===== src/rtl/perm_round_seq.sv =====
// perm_round_seq: seed/round sequencer and ARX mixing datapath for the
// 256-bit permutation state register. Runs one SEED cycle and NROUNDS
// mixing rounds per accepted start, then pulses done for one cycle.
// Optional feature macro: PRS_ABORT_EN (adds the abort input).
module perm_round_seq #(
  parameter int unsigned NROUNDS = 12
) (
  input  logic         clk,
  input  logic         reset,
`ifdef PRS_ABORT_EN
  input  logic         abort,
`endif
  input  logic         start,
  input  logic [255:0] msg,
  input  logic [255:0] state_q,
  output logic [255:0] state_d,
  output logic         state_en,
  output logic         state_clear,
  output logic         busy,
  output logic         done,
  output logic [7:0]   round
);

  typedef enum logic [1:0] {
    ST_IDLE,
    ST_SEED,
    ST_ROUND,
    ST_DONE
  } state_t;

  localparam logic [7:0]  LAST_ROUND = 8'(NROUNDS - 1);
  localparam logic [31:0] RC_BASE    = 32'h9E3779B9;
  localparam int unsigned ROT [8]    = '{7, 9, 13, 18, 7, 9, 13, 18};

  state_t         r_state;
  state_t         w_state_nxt;
  logic [7:0]     r_round;
  logic [7:0]     w_round_nxt;
  logic [255:0]   r_msg;
  logic [255:0]   w_mix;
  logic           w_abort;

`ifdef PRS_ABORT_EN
  assign w_abort = abort;
`else
  assign w_abort = 1'b0;
`endif

  function automatic logic [31:0] rotl32(input logic [31:0] x, input int unsigned n);
    return (x << n) | (x >> (32 - n));
  endfunction

  // ARX round function of the current feedback word set and round index
  always_comb begin
    logic [31:0] w_sum;
    w_mix = '0;
    for (int unsigned i = 0; i < 8; i++) begin
      w_sum = state_q[32*i +: 32] + state_q[32*((i + 1) % 8) +: 32];
      w_mix[32*i +: 32] = rotl32(w_sum, ROT[i]);
    end
    w_mix[31:0] = w_mix[31:0] ^ RC_BASE ^ {24'h0, r_round};
  end

  // State register and round counter
  always_ff @(posedge clk or posedge reset) begin
    if (reset) begin
      r_state <= ST_IDLE;
      r_round <= '0;
    end else begin
      r_state <= w_state_nxt;
      r_round <= w_round_nxt;
    end
  end

  // Message capture on the start acceptance edge
  always_ff @(posedge clk or posedge reset) begin
    if (reset) begin
      r_msg <= '0;
    end else if (r_state == ST_IDLE && start) begin
      r_msg <= msg;
    end
  end

  // Next-state and output decode from state and round counter
  always_comb begin
    w_state_nxt = r_state;
    w_round_nxt = r_round;
    state_d     = '0;
    state_en    = 1'b0;
    state_clear = 1'b0;
    done        = 1'b0;
    busy        = (r_state != ST_IDLE);
    round       = r_round;
    unique case (r_state)
      ST_IDLE: begin
        if (start) w_state_nxt = ST_SEED;
      end
      ST_SEED: begin
        state_en    = 1'b1;
        state_clear = 1'b1;
        state_d     = r_msg;
        w_round_nxt = '0;
        w_state_nxt = ST_ROUND;
      end
      ST_ROUND: begin
        state_en = 1'b1;
        state_d  = w_mix;
        // counter holds at the last index so it never exceeds NROUNDS-1
        if (r_round == LAST_ROUND) w_state_nxt = ST_DONE;
        else                       w_round_nxt = r_round + 8'd1;
      end
      ST_DONE: begin
        done        = 1'b1;
        w_state_nxt = ST_IDLE;
      end
      default: w_state_nxt = ST_IDLE;
    endcase
    if (w_abort && r_state != ST_IDLE) begin
      w_state_nxt = ST_IDLE;
      state_en    = 1'b0;
      done        = 1'b0;
    end
  end

endmodule


===== config.mk =====
export PLATFORM = sky130hd
export DESIGN_NAME = perm_round_seq
export DESIGN_NICKNAME = d
export VERILOG_FILES = /design/src/rtl/perm_round_seq.sv
export SDC_FILE = /design/constraint.sdc
export NUM_CORES = 1
export LEC_CHECK = 0
export CAP_MARGIN = 20
export CORE_AREA = 2 2 309 311
export CTS_BUF_LIST = sky130_fd_sc_hd__clkbuf_8
export DETAILED_ROUTE_END_ITERATION = 10
export DIE_AREA = 0 0 311 313
export GPL_TIMING_DRIVEN = 1
export SKIP_CTS_REPAIR_TIMING = 1
export SYNTH_ARGS = -nofsm -noshare
export SYNTH_HDL_FRONTEND = slang
export SYNTH_SLANG_ARGS = --single-unit
export TNS_END_PERCENT = 100

===== constraint.sdc =====
create_clock -name clk -period 22.7 [get_ports clk]
set_input_delay 4.54 -clock clk [delete_from_list [all_inputs] [get_ports clk]]
set_output_delay 4.54 -clock clk [all_outputs]
set_load 0.02 [all_outputs]

# Yosys cells after proc, flatten, opt, wreduce, memory -nomap -nowiden
# Cells that the tools add are included.
# Widths: inputs -> output; s select.
[totals] input_bits=515 wordCells=45 register_bits=266
[op_classes] reduce_logical=7 n_eq_ne=7 n_bitwise=10 muxes=9 addsub=9
[ops] op="$pmux 256 s2" n=1
[ops] op="$add 32x32->32" n=8
[ops] op="$or 32x13->32" n=2
[ops] op="$or 32x18->32" n=2
[ops] op="$or 32x7->32" n=2
[ops] op="$or 32x9->32" n=2
[ops] op="$xor 32x8->32" n=1
[ops] op="$not 20->20" n=1
[ops] op="$pmux 8 s2" n=1
[ops] op="$add 8x1->8 const B" n=1
[ops] op="$eq 8x4->1 const B" n=1
[ops] op="$mux 8" n=1
[ops] op="$pmux 2 s4" n=1
[ops] op="$ne 2x2->1 const B" n=3
[ops] op="$eq 2x2->1 const B" n=2
[ops] op="$mux 2" n=2
[ops] op="$reduce_and 2->1" n=2
[ops] op="$reduce_bool 2->1" n=2
[ops] op="$mux 1" n=3
[ops] op="$eq 2x1->1 const B" n=1
[ops] op="$logic_not 2->1" n=1
[ops] op="$reduce_or 2->1" n=1
[ops] op="$logic_and 1x1->1" n=1

# Longest topological paths before layout
# Gate-level depths: netlist of run 1.
[logic_depth] word_depth=5 depth_mapped=12

# Worst setup path before layout of run 1
# Ideal clock, no wire load.
[synth_timing] kind="input to output" startpoint="input state_q[128]" endpoint="output state_d[159]" n_path_buf=0 arrival_ps=7122 cell_stages=12 path_slack_ps=11038 path_cell_list="ha_1 -> inv_1 -> fa_1 -> nand2b_1 -> a21oi_1 -> nor3_1 -> o21ai_0 -> a21oi_1 -> o41ai_1 -> a221oi_1 -> xor2_1 -> o21ai_0"
[synth_via] elab_chain_len=3
[synth_lines] element="start: declaration" line_no="15" text="input logic [255:0] state_q,"
[synth_lines] element="$add 32x32->32" line_no="58" text="w_sum = state_q[32*i +: 32] + state_q[32*((i + 1) % 8) +: 32];"
[synth_lines] element="$or 32x7->32" line_no="50" text="return (x << n) | (x >> (32 - n));"
[synth_lines] element="$pmux 256 s2" line_no="94" text="unique case (r_state)"
[synth_lines] element="end: declaration" line_no="16" text="output logic [255:0] state_d,"
# Every way passes these cells.

# Worst setup path after layout of run 1
[layout_timing] startpoint="input state_q[192]" endpoint="output state_d[203]"
[layout_via] elab_chain_len=3
[layout_lines] element="$add 32x32->32" line_no="58"
[layout_lines] element="$or 32x13->32" line_no="50"
[layout_lines] element="$pmux 256 s2" line_no="94"
# Every way passes these cells.

==> impl_metrics.yaml, run 1 <==
outcome:
  status: "complete, no violations"
floorplan:
  core_mm2: 0.09416
  ios: 783
  die_area_mm2: 0.09734
  rows: 113
  die_h_um: 313
  fp.dieW_um: 311
  initial_core_util_pct: 27.36
detailed_routing:
  route.detailed.drc: 0
  vias: 26700
  post_drt_via_cell_ratio: 5.313
  wl_per_cell_um: 25.17
  antenna_left: 0
  detail_route.first_pass.iterations: 7
  totalWireLength_um: 126500
  drtIter0Drc: 1671
sta:
  min_period_over_period_pct: 59.72
  hold_violations: 0
  clock_skew_ns: 0.04150
  setup_viol: 0
  maxSlewHeadroom_pct: 30.75
  rsz0062_at_grt: "false"
  final_max_slew_viol_count: 0
  post-route-min-period_ns: 13.56
  tightest_slew_ns: 1.039
  fmax_mhz: 73.76
  setup_tns_ns: 0
grt:
  grt-ovfl-total: 0
  grt_pass1_vias: 26640
  grt_use_total_pct: 24.93
  grt_max_degree: 118
  antenna_found_initial: 32
  grt_pass1_wl_um: 179900
final_layout:
  final_area_mm2: 0.03603
  area_delta_synth_final_pct: 39.84
  num-nets-final: 4479
  drive_gt1_share_pct: 10.51
  nFillCells: 9756
logic_synthesis:
  avgSynthCellArea_um2: 8.638
  syn_inst: 2983
  netlist_top_cells_area: "dfrtp_1 26%, ha_1 12%, mux2_2 11%, o21ai_0 5.1%, a21oi_1 4.5%"
  synth-edff-count: 0
  synth_top_flop_cell: "dfrtp_1"
  ys_warn_count: 0
  ys_seq_area_share_pct: 25.83
  syn_area_mm2: 0.02577
  synth_common_cells: "286 x nand2_1, 266 x dfrtp_1, 263 x o21ai_0"
  yosysUniqueCellTypes: 86
  yosysTopAreaCellShare_pct: 25.83
  async_reset_ff_share_pct: 100.0
  yosysMostFrequentCell: "nand2_1"
  yosys_register_bits: 266
  syn_nets: 3760
  synth_top_cell_by_area: "dfrtp_1"
hold_path:
  hold_path_class: "reg -> reg"
pwr:
  power_density_mw_per_mm2: 105.5
  power_leakage_nw: 14.80
  vdd_drop_max_mv: 0.07720
run:
  maxCapViolCount: 0
cts:
  cts_htree_levels: 2
  cts_made_buffers: 56
  path_clk_slew_ns: 0.06
  cts_root_buf: "clkbuf_8"
  cts_sinks: 266
  clock_latency_ns: 0.73
  clockBufferDepth: 3
  cts_tree: "yes"
critical_path:
  worst-setup-path-type: "in -> out"
  path_max_fanout: 4
  startpoint: "state_q[192]"
  start_kind: "input pin"
  cp.arrival_ns: 9.02
  worstPathRequired_ns: 18.16
  crit_end: "state_d[203]"
  reg2reg_depth: 6
  reg2reg_to: "r_msg[63]$_DFFE_PP0P_"
  regToRegSetupSlack_ns: 19.23
  reg2reg_from: "r_state[0]$_DFFE_PP0P_"
  critPathCaptureType: "output port"
placement:
  dpl-instance-area_mm2: 0.03485
  routabilityCongestion: 0.9531
  portBuffers: 782
  hpwl_um: 103600
[layer usage]
layer | up-vias | part of all wire (%) | track usage (%)
li1 | 12500 | - | -
met1 | 13040 | 43 | 31.47
met2 | 959 | 48 | 42.08
met3 | 191 | 6.4 | 4.956
met4 | 10 | 3.1 | 9.157
met5 | - | 0.050 | 0
[cell usage in the layout, fill, tap and decap left out, drive strengths merged, types with 15 or more instances in the layout]
cell / n
a21oi: 231
ha: 254
nand2: 286
o21bai: 34
xor2: 88
and3: 20
clkbuf: 67
and2: 21
nor2: 111
o31ai: 21
nand3: 66
clkdlybuf4s50: 782
a22oi: 79
o21a: 30
a31oi: 27
buf: 15
mux2: 257
nor2b: 103
nor3: 38
inv: 100
o211ai: 26
o21ai: 275
diode: 22
dfrtp: 266
a21o: 120
a211oi: 31
nand2b: 27
nand4: 38
xnor2: 128
a211o: 15
[where the power goes]
group	switching [mW]	internal [mW]	leakage, nW	total, mW
Sequential	0.131	0.715	3.16	0.847
Combinational	1.32	1.09	11.0	2.40
Clock	0.255	0.295	0.620	0.550
Total	1.70	2.10	14.8	3.80
[through the flow]
stage | cells | hold WS, ns | power [mW] | worst slack, ns | utilization (%)
2_1_floorplan | 2983 | 0.4793 | 2.208 | 10.83 | -
6_report | 5025 | 0.5039 | 3.802 | 9.143 | 38.27
5_1_grt | 5021 | 0.5131 | 4.019 | 8.835 | 38.26
3_3_place_gp | 4908 | 0.4857 | 3.238 | 9.095 | 37.01
3_5_place_dp | 4908 | 0.4923 | 3.255 | 9.042 | 37.01
4_1_cts | 5002 | 0.5058 | 3.832 | 9.023 | 38.20
[worst max-delay path, stage by stage]
cell             delay (ns)
clkdlybuf4s50_1        0.54
ha_1                   0.26
fa_1                   0.28
a211oi_1               0.12
o21ai_0                0.53
nand4b_1               0.39
a211oi_1               0.74
o21ai_0                0.34
nor4bb_1               0.22
nor2_1                 0.16
xnor2_1                0.08
o21ai_0                0.16
clkdlybuf4s50_1        0.63
[cells by family (layout without fill, tap and decap cells)]
logic type               count (synthesis)  in the layout  synth area share, %
AO/OA/AOI/OAI                          997            997                24.94
XOR/XNOR                               216            216                7.342
adder cells (fa/ha/maj)                262            262                12.96
buffers and inverters                  223            978                3.254
flip-flops                             266            266                25.83
multiplexers                           264            264                11.50
other                                    0             22                    0
AND/OR/NAND/NOR                        755            755                14.17
[worst min-delay path by stage]
stage / start / to / slack (ns) / cells after the start
after floorplan: r_msg[0]$_DFFE_PP0P_ / r_msg[0]$_DFFE_PP0P_ / 0.48 / 1
after global placement: r_msg[126]$_DFFE_PP0P_ / r_msg[126]$_DFFE_PP0P_ / 0.49 / 1
after detailed placement: r_msg[53]$_DFFE_PP0P_ / r_msg[53]$_DFFE_PP0P_ / 0.49 / 1
after CTS: r_msg[111]$_DFFE_PP0P_ / r_msg[111]$_DFFE_PP0P_ / 0.51 / 1
after global routing: r_msg[2]$_DFFE_PP0P_ / r_msg[2]$_DFFE_PP0P_ / 0.51 / 1
final: r_msg[159]$_DFFE_PP0P_ / r_msg[159]$_DFFE_PP0P_ / 0.50 / 1
[state kept, by name, summed over array words and instances, names as in the netlist]
register / count
r_state: 2
round: 8
r_msg: 256
[layout make-up]
class / count / area (um2) / area share, %
well taps: 1265 / 1583 / 4.393
clock inverters: 28 / 211.5 / 0.5868
inverters: 86 / 330.3 / 0.9167
diodes: 22 / 55.05 / 0.1528
clock buffers: 66 / 908.4 / 2.521
repair buffers: 798 / 7960 / 22.09
multi-input cells: 2494 / 18330 / 50.86
flip-flops and latches: 266 / 6656 / 18.47
No activity file was read; power rests on OpenSTA's default activity.
==> run 2: changes to the inputs <==
- clock period: 22.7 -> 13.5 ns (I/O delays scaled with it)
==> run 2 against run 1 <==
  * Routed wire length is 0.36% higher
  * Final cell count hardly changed
  * Non-clock buffer count is 1 lower
  * Sequential power is 69% higher
  * Sequential share of layout area hardly changed
  * Critical path depth stayed put
  * Power is 69% higher
  * Clock power is 77% higher
  * Setup slack worse by 5.5 ns
  * Clock skew is 0.022 ns lower
  * Die area stayed put
  * Worst hold slack hardly changed
  * Critical path type unchanged
  * Largest cell class unchanged
  * Largest power group unchanged
  * Highest routed layer unchanged
==> impl_metrics.yaml, run 2 (synthesized netlist as in run 1, its figures left out) <==
floorplan:
  initial_core_util_pct: 27.36
  rows: 113
  ios: 783
  die_area_mm2: 0.09734
  fp.dieW_um: 311
  die_h_um: 313
  core_mm2: 0.09416
cts:
  cts_made_buffers: 57
  clockBufferDepth: 3
  cts_sinks: 266
  clock_latency_ns: 0.72
  path_clk_slew_ns: 0.06
  cts_tree: "yes"
  cts_root_buf: "clkbuf_8"
  cts_htree_levels: 2
detailed_routing:
  totalWireLength_um: 126900
  post_drt_via_cell_ratio: 5.275
  vias: 26530
  wl_per_cell_um: 25.25
  antenna_left: 0
  drtIter0Drc: 1728
  detail_route.first_pass.iterations: 5
  route.detailed.drc: 0
placement:
  routabilityCongestion: 0.9520
  portBuffers: 782
  dpl-instance-area_mm2: 0.03485
  hpwl_um: 103500
critical_path:
  reg2reg_from: "r_state[1]$_DFFE_PP0P_"
  cp.arrival_ns: 7.17
  start_kind: "input pin"
  path_max_fanout: 4
  worstPathRequired_ns: 10.80
  crit_end: "state_d[203]"
  reg2reg_depth: 6
  worst-setup-path-type: "in -> out"
  regToRegSetupSlack_ns: 10.05
  critPathCaptureType: "output port"
  reg2reg_to: "r_msg[91]$_DFFE_PP0P_"
  startpoint: "state_q[192]"
pwr:
  vdd_drop_max_mv: 0.1188
  power_leakage_nw: 14.83
  power_density_mw_per_mm2: 178.5
  p_total_mw: 6.444
final_layout:
  num-nets-final: 4479
  nFillCells: 9731
  final_area_mm2: 0.03609
  mostFrequentLayoutCell: "clkdlybuf4s50_1"
  final_cell_mix: "782 x clkdlybuf4s50_1, 284 x nand2_1, 266 x dfrtp_1"
  regMostFlops: "r_msg"
  largest_reg_flops: 256
  area_delta_synth_final_pct: 40.08
  drive_gt1_share_pct: 10.46
grt:
  grt_max_degree: 114
  grt_pass1_wl_um: 180300
  grt_use_total_pct: 24.94
  grt_pass1_vias: 27010
  grt-ovfl-total: 0
  antenna_found_initial: 32
sta:
  min_period_over_period_pct: 73.09
  final_max_slew_viol_count: 0
  tightest_slew_ns: 1.120
  setup_tns_ns: 0
  post-route-min-period_ns: 9.867
  rsz0062_at_grt: "false"
  setup_viol: 0
  hold_violations: 0
  maxSlewHeadroom_pct: 24.67
  fmax_mhz: 101.3
  clock_skew_ns: 0.01943
outcome:
  status: "complete, no violations"
run:
  maxCapViolCount: 0
hold_path:
  hold_path_class: "reg -> reg"
[run 2: cell type report]
cell class	count	area [um2]	area share, %
inverter	86	330.3	0.9152
tap	1265	1583	4.385
multi-input combinational	2494	18330	50.78
clock buffer	68	935.9	2.593
antenna	25	62.56	0.1733
timing repair buffer	797	7953	22.03
sequential	266	6656	18.44
clock inverter	27	245.2	0.6794
[run 2: worst min path at each step]
stage / start / to / slack, ns / cells past startpoint
6_report: r_msg[3]$_DFFE_PP0P_ / r_msg[3]$_DFFE_PP0P_ / 0.50 / 1
5_1_grt: r_msg[199]$_DFFE_PP0P_ / r_msg[199]$_DFFE_PP0P_ / 0.51 / 1
4_1_cts: r_msg[124]$_DFFE_PP0P_ / r_msg[124]$_DFFE_PP0P_ / 0.51 / 1
3_5_place_dp: r_msg[103]$_DFFE_PP0P_ / r_msg[103]$_DFFE_PP0P_ / 0.49 / 1
3_3_place_gp: r_msg[66]$_DFFE_PP0P_ / r_msg[66]$_DFFE_PP0P_ / 0.49 / 1
2_1_floorplan: r_msg[0]$_DFFE_PP0P_ / r_msg[0]$_DFFE_PP0P_ / 0.48 / 1
[run 2: through the flow]
stage / setup WS, ns / std cells / hold slack (ns) / util [%]
after floorplan: 3.475 / 2983 / 0.4793 / -
after global placement: 3.564 / 4908 / 0.4859 / 37.01
after detailed placement: 3.575 / 4908 / 0.4922 / 37.01
after CTS: 3.553 / 5003 / 0.5059 / 38.26
after global routing: 3.394 / 5024 / 0.5109 / 38.32
final: 3.633 / 5028 / 0.5037 / 38.33
[run 2: power breakdown]
part           leakage [nW]  internal, mW  switching, mW  total, mW
logic                  11.0          1.83           2.21       4.05
registers              3.16          1.20          0.223       1.43
clock network         0.661         0.544          0.427      0.971
[run 2: worst max-delay path, stage by stage]
cell and delay [ns]:
clkdlybuf4s50_1 0.54, ha_1 0.25, fa_1 0.28, a211oi_1 0.12
o21ai_0 0.53, nand4b_1 0.38, a211oi_1 0.75, o21ai_0 0.35
nor4bb_1 0.23, nor2_1 0.14, xnor2_1 0.08, o21ai_0 0.17
clkdlybuf4s50_1 0.63
[run 2: layer usage]
layer / part of all wire [%] / global-route usage, % / vias up
li1: - / - / 12480
met1: 43 / 31.33 / 12940
met2: 48 / 42.00 / 893
met3: 5.8 / 4.936 / 194
met4: 3.2 / 9.794 / 12
met5: 0.061 / 0 / -
==> run 3: changes to the inputs <==
- clock period: 13.5 -> 9 ns (I/O delays scaled with it)
==> run 3 against run 2 <==
  * Via count grew 0.71%
  * Sequential cell count is the same
  * Clock skew grew 0.0077 ns
  * Register-to-register slack lost 4.0 ns
  * First-iteration DRC count grew 15%
  * Largest cell class unchanged
==> impl_metrics.yaml, run 3 (synthesized netlist as in run 1, its figures left out) <==
cts:
  cts_made_buffers: 55
  clockBufferDepth: 3
  cts_sinks: 266
  cts_root_buf: "clkbuf_8"
  path_clk_slew_ns: 0.06
  cts_tree: "yes"
  clock_latency_ns: 0.71
  cts_htree_levels: 2
final_layout:
  final_util_pct: 38.33
  finalNonFillerCells: 5032
  regMostFlops: "r_msg"
  area_delta_synth_final_pct: 40.09
  largest_reg_flops: 256
  num-nets-final: 4480
  drive_gt1_share_pct: 10.63
  final_cell_mix: "782 x clkdlybuf4s50_1, 284 x nand2_1, 266 x dfrtp_1"
  mostFrequentLayoutCell: "clkdlybuf4s50_1"
sta:
  min_period_over_period_pct: 88.99
  tightest_slew_ns: 1.169
  postLayoutSetupSlackWorst_ns: 0.9908
  setup_tns_ns: 0
  setup_viol: 0
  timing.hold.ws_ns: 0.5033
  fmax_mhz: 124.9
  maxSlewHeadroom_pct: 22.07
  hold_violations: 0
  final_max_slew_viol_count: 0
  post-route-min-period_ns: 8.009
  rsz0062_at_grt: "false"
  clock_skew_ns: 0.02717
outcome:
  status: "complete, no violations"
grt:
  grt-ovfl-total: 0
  grt_pass1_vias: 26430
  antenna_found_initial: 30
  grt_use_total_pct: 24.98
  grt_pass1_wl_um: 179600
  grt_max_degree: 153
floorplan:
  initial_core_util_pct: 27.36
  ios: 783
  core_mm2: 0.09416
  die_area_mm2: 0.09734
  rows: 113
  die_h_um: 313
  fp.dieW_um: 311
pwr:
  vdd_drop_max_mv: 0.1673
  power_density_mw_per_mm2: 267.3
  power_leakage_nw: 14.85
detailed_routing:
  wl_per_cell_um: 25.26
  post_drt_via_cell_ratio: 5.309
  detail_route.first_pass.iterations: 5
  vias: 26710
  drtIter0Drc: 1991
  antenna_left: 0
  route.detailed.drc: 0
  totalWireLength_um: 127100
hold_path:
  hold_depth: 1
  hold_path_class: "reg -> reg"
  hold_start: "r_msg[185]$_DFFE_PP0P_"
  min_to: "r_msg[185]$_DFFE_PP0P_"
critical_path:
  path_common_cell: "o21ai_0"
  worstPathRequired_ns: 7.20
  critPathMaxStageDelay_ns: 0.85
  worst-setup-path-type: "in -> out"
  path_max_fanout: 6
  path_cells: "clkdlybuf4s50_1 -> ha_1 -> a21o_1 -> a21oi_1 -> o21ai_0 -> nand3_1 -> nand3_1 -> o31ai_1 -> o21ai_0 -> xnor2_1 -> o21ai_0 -> clkdlybuf4s50_1"
  start_kind: "input pin"
  slowest_stage: "o31ai_1"
  regToRegSetupSlack_ns: 6.07
  cp.arrival_ns: 6.21
  reg2reg_depth: 6
  reg2reg_to: "r_state[1]$_DFFE_PP0P_"
  critPathCaptureType: "output port"
  reg2reg_from: "round[0]$_DFFE_PP0P_"
placement:
  pre_cts_ws_ns: 1.039
  portBuffers: 782
  routabilityCongestion: 0.9292
  hpwl_um: 103500
  placedCellCount: 4911
run:
  maxCapViolCount: 0
-- run 3: cell count changes in the layout (fill, tap and decap cells not counted) --
cell / change
clkinv_2: +5
inv_8: -1
clkbuf_8: +3
diode_2: -3
buf_12: +2
bufinv_16: -3
buf_2: +1
-- run 3: metal layers --
layer	global-route usage [%]	vias to the layer above	part of all wire, %
met2	42.63	915	48
met3	4.631	178	5.8
met1	31.48	13120	43
met5	0	-	0.059
li1	-	12490	-
met4	8.816	10	3.2
-- run 3: worst max-delay path by stage --
stage / slack, ns / startpoint / to / depth (start not counted)
finish: 0.99 / state_q[193] / state_d[164] / 12
global route: 0.82 / state_q[128] / state_d[133] / 14
CTS: 1.04 / state_q[193] / state_d[166] / 12
detailed placement: 1.04 / state_q[193] / state_d[164] / 12
global placement: 1.03 / state_q[139] / state_d[110] / 12
floorplan: 2.82 / state_q[128] / state_d[159] / 12
-- run 3: cell type report --
class	count	area (um2)
Multi-Input combinational cell	2494	18330
Clock inverter	28	172.7
Tap cell	1265	1583
Timing Repair Buffer	800	7998
Sequential cell	266	6656
Clock buffer	71	977.2
Inverter	86	326.6
Antenna cell	22	55.05
Fill cell	9754	58070
-- run 3: stage by stage --
stage / instance area (um2) / power (mW)
after floorplan: 25770 / 5.571
after global placement: 34890 / 8.203
after detailed placement: 34890 / 8.252
after CTS: 36040 / 9.731
after global routing: 36080 / 10.17
final: 36100 / 9.649
-- run 3: critical path: cells and delay by family --
family	cells	cell delay, ns
buf+inv	2	1.33
xor+xnor	1	0.21
simple gates	2	0.40
fa+ha+maj	1	0.30
compound gates	6	2.15
-- run 3: power breakdown --
part	internal [mW]	total (mW)	switching (mW)
Sequential	1.80	2.15	0.347
Clock	0.759	1.41	0.652
Combinational	2.75	6.09	3.34
Total	5.31	9.65	4.34
